==> config.mk <==
export PLATFORM = sky130hd
export DESIGN_NAME = exp_mul_axi_cmd_master
export DESIGN_NICKNAME = d
export VERILOG_FILES = /design/src/rtl/exp_mul_axi_cmd_master.sv
export SDC_FILE = /design/constraint.sdc
export NUM_CORES = 1
export LEC_CHECK = 0
export ABC_AREA = 1
export CORE_MARGIN = 2
export CORE_UTILIZATION = 36
export DETAILED_ROUTE_END_ITERATION = 10
export HOLD_SLACK_MARGIN = 0.12
export PLACE_DENSITY_LB_ADDON = 0.25
export SETUP_SLACK_MARGIN = 0.4
export SYNTH_ARGS = -nofsm -noshare
export SYNTH_HDL_FRONTEND = slang
export SYNTH_SLANG_ARGS = --single-unit
==> constraint.sdc <==
create_clock -name M_AXI_ACLK -period 1.7 [get_ports M_AXI_ACLK]
set_clock_uncertainty 0.05 [all_clocks]
set_input_delay 0.34 -clock M_AXI_ACLK [delete_from_list [all_inputs] [get_ports M_AXI_ACLK]]
set_output_delay 0.34 -clock M_AXI_ACLK [all_outputs]
set_load 0.05 [all_outputs]
==> src/rtl/exp_mul_axi_cmd_master.sv <==
// AXI4-Lite sequencer: one (a,b,select) job -> write A,B,SELECT,START, poll DONE, read P, return P.
// Latency: >= 3 cycles per bus write/read; one job outstanding, ~6 bus transactions plus polls.
// Backpressure: cmd_ready only in IDLE; rsp held until rsp_ready. Optional macro POLL_TIMEOUT_EN bounds polling.
module exp_mul_axi_cmd_master #(
    parameter logic [31:0] BASE_ADDR  = 32'h7c800000,
    parameter int          POLL_LIMIT = 1024,
    parameter int          CNT_W      = 11
) (
    input  logic        M_AXI_ACLK,
    input  logic        M_AXI_ARESETN,
    input  logic        cmd_valid,
    output logic        cmd_ready,
    input  logic [3:0]  cmd_a,
    input  logic [3:0]  cmd_b,
    input  logic        cmd_select,
    output logic        rsp_valid,
    input  logic        rsp_ready,
    output logic [29:0] rsp_p,
    output logic        rsp_err,
    output logic [31:0] M_AXI_AWADDR,
    output logic        M_AXI_AWVALID,
    input  logic        M_AXI_AWREADY,
    output logic [31:0] M_AXI_WDATA,
    output logic [3:0]  M_AXI_WSTRB,
    output logic        M_AXI_WVALID,
    input  logic        M_AXI_WREADY,
    input  logic [1:0]  M_AXI_BRESP,
    input  logic        M_AXI_BVALID,
    output logic        M_AXI_BREADY,
    output logic [31:0] M_AXI_ARADDR,
    output logic        M_AXI_ARVALID,
    input  logic        M_AXI_ARREADY,
    input  logic [31:0] M_AXI_RDATA,
    input  logic [1:0]  M_AXI_RRESP,
    input  logic        M_AXI_RVALID,
    output logic        M_AXI_RREADY
);

    typedef enum logic [2:0] {
        S_IDLE, S_WR_A, S_WR_B, S_WR_SEL, S_WR_START, S_RD_DONE, S_RD_P, S_RESP
    } state_t;

    state_t      state_q, state_d;
    logic [3:0]  a_q, a_d, b_q, b_d;
    logic        sel_q, sel_d;
    logic        aw_done_q, aw_done_d, w_done_q, w_done_d, ar_done_q, ar_done_d;
    logic        err_q, err_d;
    logic [29:0] p_q, p_d;
    logic        is_wr, is_rd;
    logic [31:0] wr_addr, wr_data, rd_addr;
    state_t      wr_next;
`ifdef POLL_TIMEOUT_EN
    logic [CNT_W-1:0] cnt_q, cnt_d;
    logic             unused_ok;
    assign unused_ok = ^M_AXI_RDATA[31:30];
`else
    logic             unused_ok;
    assign unused_ok = ^{M_AXI_RDATA[31:30], POLL_LIMIT[0], CNT_W[0]};
`endif

    always_ff @(posedge M_AXI_ACLK or negedge M_AXI_ARESETN) begin
        if (!M_AXI_ARESETN) begin
            state_q   <= S_IDLE;
            a_q       <= '0;
            b_q       <= '0;
            sel_q     <= 1'b0;
            aw_done_q <= 1'b0;
            w_done_q  <= 1'b0;
            ar_done_q <= 1'b0;
            err_q     <= 1'b0;
            p_q       <= '0;
`ifdef POLL_TIMEOUT_EN
            cnt_q     <= '0;
`endif
        end else begin
            state_q   <= state_d;
            a_q       <= a_d;
            b_q       <= b_d;
            sel_q     <= sel_d;
            aw_done_q <= aw_done_d;
            w_done_q  <= w_done_d;
            ar_done_q <= ar_done_d;
            err_q     <= err_d;
            p_q       <= p_d;
`ifdef POLL_TIMEOUT_EN
            cnt_q     <= cnt_d;
`endif
        end
    end

    // Address, data and successor for each register-write state.
    always_comb begin
        wr_addr = BASE_ADDR;
        wr_data = 32'h0;
        wr_next = S_WR_B;
        rd_addr = BASE_ADDR + 32'h14;
        case (state_q)
            S_WR_A:     begin wr_addr = BASE_ADDR;           wr_data = {28'b0, a_q};  wr_next = S_WR_B;     end
            S_WR_B:     begin wr_addr = BASE_ADDR + 32'h04;  wr_data = {28'b0, b_q};  wr_next = S_WR_SEL;   end
            S_WR_SEL:   begin wr_addr = BASE_ADDR + 32'h08;  wr_data = {31'b0, sel_q}; wr_next = S_WR_START; end
            S_WR_START: begin wr_addr = BASE_ADDR + 32'h0C;  wr_data = 32'h1;          wr_next = S_RD_DONE;  end
            S_RD_P:     rd_addr = BASE_ADDR + 32'h10;
            default:    ;
        endcase
    end

    assign is_wr = (state_q == S_WR_A) || (state_q == S_WR_B) ||
                   (state_q == S_WR_SEL) || (state_q == S_WR_START);
    assign is_rd = (state_q == S_RD_DONE) || (state_q == S_RD_P);

    always_comb begin
        state_d   = state_q;
        a_d       = a_q;
        b_d       = b_q;
        sel_d     = sel_q;
        aw_done_d = aw_done_q;
        w_done_d  = w_done_q;
        ar_done_d = ar_done_q;
        err_d     = err_q;
        p_d       = p_q;
`ifdef POLL_TIMEOUT_EN
        cnt_d     = cnt_q;
`endif
        cmd_ready     = 1'b0;
        rsp_valid     = 1'b0;
        M_AXI_AWADDR  = 32'h0;
        M_AXI_AWVALID = 1'b0;
        M_AXI_WDATA   = 32'h0;
        M_AXI_WSTRB   = 4'h0;
        M_AXI_WVALID  = 1'b0;
        M_AXI_BREADY  = 1'b0;
        M_AXI_ARADDR  = 32'h0;
        M_AXI_ARVALID = 1'b0;
        M_AXI_RREADY  = 1'b0;

        if (state_q == S_IDLE) begin
            cmd_ready = 1'b1;
`ifdef POLL_TIMEOUT_EN
            cnt_d     = '0;
`endif
            if (cmd_valid) begin
                a_d     = cmd_a;
                b_d     = cmd_b;
                sel_d   = cmd_select;
                err_d   = 1'b0;
                state_d = S_WR_A;
            end
        end

        // AW and W complete independently; each VALID drops once its own handshake is seen.
        if (is_wr) begin
            M_AXI_AWADDR  = wr_addr;
            M_AXI_WDATA   = wr_data;
            M_AXI_WSTRB   = 4'hF;
            M_AXI_AWVALID = !aw_done_q;
            M_AXI_WVALID  = !w_done_q;
            M_AXI_BREADY  = 1'b1;
            if (M_AXI_AWVALID && M_AXI_AWREADY) aw_done_d = 1'b1;
            if (M_AXI_WVALID && M_AXI_WREADY)   w_done_d  = 1'b1;
            if (M_AXI_BVALID) begin
                if (M_AXI_BRESP != 2'b00) err_d = 1'b1;
                aw_done_d = 1'b0;
                w_done_d  = 1'b0;
                state_d   = wr_next;
            end
        end

        if (is_rd) begin
            M_AXI_ARADDR  = rd_addr;
            M_AXI_ARVALID = !ar_done_q;
            M_AXI_RREADY  = 1'b1;
            if (M_AXI_ARVALID && M_AXI_ARREADY) ar_done_d = 1'b1;
            if (M_AXI_RVALID) begin
                ar_done_d = 1'b0;
                if (M_AXI_RRESP != 2'b00) err_d = 1'b1;
                if (state_q == S_RD_P) begin
                    p_d     = M_AXI_RDATA[29:0];
                    state_d = S_RESP;
                end else if (M_AXI_RDATA[0]) begin
                    state_d = S_RD_P;
                end else begin
`ifdef POLL_TIMEOUT_EN
                    cnt_d = cnt_q + 1'b1;
                    if (cnt_q == CNT_W'(POLL_LIMIT - 1)) begin
                        err_d   = 1'b1;
                        p_d     = '0;
                        state_d = S_RESP;
                    end
`endif
                end
            end
        end

        if (state_q == S_RESP) begin
            rsp_valid = 1'b1;
            if (rsp_ready) state_d = S_IDLE;
        end
    end

    assign rsp_p   = p_q;
    assign rsp_err = (state_q == S_RESP) && err_q;

endmodule

# Yosys cells after proc, flatten, opt, wreduce, memory -nomap -nowiden
# Index checks and enable logic that the tools add are counted.
dict set report totals {
  regBits 46
  inputBits 54
  out_inout_bits 138
  wordCells 77
}
dict set report classes {
  eq_ne 7
  muxes 39
  reduce_logical 22
}
# cell count
set op_table {}
lappend op_table {{$mux 31} 2}
lappend op_table {{$mux 3} 11}
lappend op_table {{$mux 1} 21}
lappend op_table {{$pmux 4 s4} 1}
lappend op_table {{$eq 3x3->1 const B} 4}
lappend op_table {{$pmux 4 s3} 1}
lappend op_table {{$reduce_bool 2->1} 5}
lappend op_table {{$pmux 3 s3} 1}
lappend op_table {{$mux 4} 2}
lappend op_table {{$reduce_and 2->1} 4}
lappend op_table {{$eq 3x2->1 const B} 2}
lappend op_table {{$logic_and 1x1->1} 4}
lappend op_table {{$logic_or 1x1->1} 4}
lappend op_table {{$eq 3x1->1 const B} 1}
lappend op_table {{$logic_not 1->1} 3}
lappend op_table {{$logic_not 3->1} 1}
lappend op_table {{$reduce_and 3->1} 1}

# Longest topological paths before layout
# Gate-level depths: netlist (run 1).
dict set report logic_depth {
  word_depth 11
  mapped_depth 8
  mapped_depth_nobuf 7
}

# Worst setup path after synthesis (run 1)
# No wires, ideal clock.
dict set report synth_timing {
  path_type {register -> output}
  from {register state_q[1]}
  to {output M_AXI_ARVALID}
  arrival_time_ps 1941
  required_ps 1310
  path_slack_ps -631
  path_stages_with_launch 7
  n_path_buf 1
  cell_sequence {dfrtp_1 buf_6 inv_2 nand3_1 nand2_1 inv_1 nor2_1}
}
dict set report synth_between {
  elab_chain_len 3
  word_cells_on_any_way 4
  classes_between {eq/ne (2); mux (1); reduce/logical (1)}
}
# item line_no
set synth_rtl {}
lappend synth_rtl {{start: declaration} 43} ;# state_t state_q, state_d;
lappend synth_rtl {{start signal: assignment} 76} ;# state_q <= state_d;
lappend synth_rtl {{$eq 3x3->1} 109} ;# assign is_rd = (state_q == S_RD_DONE) || (state_q == S_RD_P);
lappend synth_rtl {{$logic_or 1x1->1 *} 109}
lappend synth_rtl {{$mux 1 *} 168} ;# if (is_rd) begin
lappend synth_rtl {{end: declaration} 31} ;# output logic M_AXI_ARVALID,
# Mark *: on every way between the ends. The rest lies on a longest branch, timed or not.

# Worst setup path in the final report (run 1)
dict set report layout_timing {
  from {register state_q[0]}
  to {output M_AXI_WSTRB[3]}
}
dict set report layout_between {
  elab_chain_len 5
  word_cells_on_any_way 8
  classes_between {eq/ne (4); mux (1); reduce/logical (3)}
}
# item line_no
set layout_rtl {}
lappend layout_rtl {{$eq 3x1->1 or $eq 3x2->1 (tied branches)} 107} ;# assign is_wr = (state_q == S_WR_A) || (state_q == S_WR_B) ||
lappend layout_rtl {{$logic_or 1x1->1 (2 in series)} 107}
lappend layout_rtl {{$logic_or 1x1->1 *} 108} ;# (state_q == S_WR_SEL) || (state_q == S_WR_START);
lappend layout_rtl {{$mux 4 *} 151} ;# if (is_wr) begin
lappend layout_rtl {{end: declaration} 24} ;# output logic [3:0] M_AXI_WSTRB,
# Marked as above.

==> summary.txt, run 1 <==
Timing
  – # setup viols final: 56
  – Hold violation count in the final report: 0
  – Min Tclk post-route: 1.92 ns
  – RSZ-0062 raised after global routing: true
  – Final period utilization: 113%
  – Final setup margin: -0.222 ns
  – Pins Over Slew Limit: 0
  – Fmax: 520 MHz
  – Final TNS setup: -7.01 ns

Placed design
  – Dpl ws: 0.0274 ns
  – Final HPWL DP: 4640 um
  – Cell Area, Placed: 4220 sq um
  – Final Wtd Congestion: 0.714
  – Port buffer count: 113

Die
  – Initial core utilization: 36.8%
  – Die Span X: 92.2 um
  – Core Box Area: 7610 sq um
  – FP Rows: 32
  – Top Ports: 192
  – Die Area: 8490 sq um
  – Die boundary height: 92.2 um

Finish
  – Layout Nets: 446
  – Fillers: 614
  – Synthesis-to-finish area growth: 72.6%
  – Share of cells above drive strength 1: 50.0%
  – N_diodes: 0
  – Finished Cell Area: 4830 sq um

Global route
  – GRT Max-Usage Layer: met2
  – Initial antenna violation count: 0
  – Global Route met2 Usage: 24.8%
  – Tot GR Track Use: 14.7%
  – Met1 Usage GRT: 18.0%
  – Largest net degree at the start of global routing: 28
  – Vias in the first global route: 1990
  – Grt ovf: 0
  – Grt met3 use: 4.85%
  – First-pass GRT wire length: 9740 um

Status
  – Status: complete, but fails checks
  – Failing checks: setup timing

Critical path
  – Critical Path End Type: output pin
  – Reg2Reg Depth: 7
  – Critical path startpoint category: flip-flop
  – Setup CP Type: flip-flop to output pin
  – Worst Path Arrival: 1.53 ns
  – Max FO, Critical Path: 7
  – Worst EP required: 1.31 ns

Clock network
  – TritonCTS clock tree: yes
  – CTS Buffer Depth: 2
  – H-tree depth: 2
  – Num CTS Buffers: 5
  – Clock slew at reported path FFs: 0.08 ns
  – Clk sinks: 46
  – CTS Root Cell: clkbuf_8
  – Worst-Skew Late Latency: 0.30 ns

Route
  – DRC errors left: 0
  – Via/cell ratio: 4.05
  – Total Routed Length: 6440 um
  – Vias after detailed routing: 2003
  – DRT iter0 DRCs: 48
  – WL per Instance: 13.0 um
  – Antenna Nets Post-Route: 0
  – Drt pass-1 iters: 4

Synthesis
  – Post-synth top area cell: dfrtp_1
  – Share of the synthesized area in the top cell type: 41.1%
  – Post-synth EDFFs: 0
  – Mapped Cells: 253
  – Ys async rst share: 100%
  – Syn avg cell area: 11.1 sq um
  – Number of synthesized register bits: 46
  – Top_reg_cell synth: dfrtp_1
  – Synth top area cells: dfrtp_1 41%, buf_4 25%, mux2_4 16%
  – Synth cell count leaders: 94 x buf_4, 46 x dfrtp_1, 29 x mux2_4
  – Synth warn: 0
  – Syn Std Cell Area: 2800 sq um
  – Count leader, synth: buf_4
  – Netlist cell types: 26
  – Sequential area share after synthesis: 41.1%

Hold path
  – Worst Hold Class: flip-flop to flip-flop
  – Worst hold path depth: 1

Flow run
  – Max cap viols: 0
==> cell usage in the layout, fill, tap and decap left out, drive strengths merged <==
| cell type | Yosys | routed |
|---|---|---|
| mux2 | 39 | 39 |
| a22oi | 1 | 1 |
| nand4 | 1 | 1 |
| a31oi | 1 | 1 |
| dfrtp | 46 | 46 |
| inv | 12 | 12 |
| nand2 | 18 | 19 |
| a22o | 3 | 3 |
| nor2 | 12 | 12 |
| clkdlybuf4s50 | 0 | 50 |
| o21ai | 4 | 4 |
| nor3 | 1 | 1 |
| nand3 | 10 | 10 |
| clkinvlp | 0 | 1 |
| buf | 99 | 104 |
| dlygate4sd3 | 0 | 1 |
| conb | 1 | 76 |
| a21oi | 4 | 4 |
| clkbuf | 0 | 6 |
| nor3b | 1 | 1 |
==> final timing paths <==
kind / start / end / slack [ns]
setup / recovery: state_q[0]$_DFF_PN0_ / M_AXI_WSTRB[3] / -0.22
hold reg to reg: rsp_p[17]$_DFFE_PN0P_ / rsp_p[17]$_DFFE_PN0P_ / 0.47
min in group asynchronous: M_AXI_ARESETN / rsp_p[28]$_DFFE_PN0P_ / 0.48
setup reg to reg: state_q[0]$_DFF_PN0_ / rsp_p[24]$_DFFE_PN0P_ / -0.06
hold / removal: rsp_p[17]$_DFFE_PN0P_ / rsp_p[17]$_DFFE_PN0P_ / 0.47
max in group asynchronous: M_AXI_ARESETN / rsp_p[0]$_DFFE_PN0P_ / 0.61
==> cells by family after synthesis <==
family	share of synthesized area [%]
and+or+nand+nor	7.65
AOI/OAI and AO/OA	2.86
DFF	41.1
muxes	19.6
other	0.134
buffers and inverters	28.6
==> per-stage QoR <==
| step | std cells | hold slack (ns) | utilization (%) |
|---|---|---|---|
| floorplan | 328 | -0.00559 | - |
| global placement | 464 | 0.280 | 55.4 |
| detailed placement | 464 | 0.282 | 55.4 |
| CTS | 489 | 0.459 | 60.4 |
| global route | 494 | 0.481 | 63.5 |
| finish | 494 | 0.465 | 63.5 |
==> state kept, by name, summed over array words and instances (netlist names) <==
signal     flops
a_q            4
ar_done_q      1
aw_done_q      1
b_q            4
err_q          1
rsp_p         30
sel_q          1
state_q        3
w_done_q       1
==> worst max-delay path: stages, from the launching register on <==
cell	delay [ns]
dfrtp_2	0.46
buf_4	0.16
o21ai_4	0.20
nand2_8	0.11
buf_12	0.16
buf_12	0.14
==> layout make-up <==
cell class                 count  area [sq um]  area share [%]
clock buffer                   6          72.6            1.50
clock inverter                 1          7.51           0.155
inverter                      12          65.1            1.35
multi-input combinational    172          1420            29.4
sequential                    46          1150            23.9
tap                          102           128            2.64
timing repair buffer         155          1990            41.1
==> repair_timing <==
item                                   CTS  global route
gates resized for setup                 35            49
pin swaps                                8            18
endpoints found under the hold margin   19             0
cloned                                   2             1
hold buffers                             1             0
setup buffers                           15             4
setup endpoints to repair               78           103
==> metal layers <==
metal,vias up,share of wire [%]
met1,960,39
met2,105,51
met3,5,8.2
met4,0,0.98
met5,-,0
li1,933,-
Power of run 1 is left out: the tool's default activity adds up to more than one toggle a clock period on the data nets, which glitch-free logic cannot reach.
==> run 2: changes to the inputs <==
--- a/config.mk
+++ b/config.mk
@@ -6,6 +6,7 @@
 export NUM_CORES = 1
 export LEC_CHECK = 0
 export ABC_AREA = 1
+export CAP_MARGIN = 20
 export CORE_MARGIN = 2
 export CORE_UTILIZATION = 36
 export DETAILED_ROUTE_END_ITERATION = 10
==> results of run 2 <==
Final layout, timing and power as in run 1 (identical DEF).
Power of run 2 is left out for the same reason.
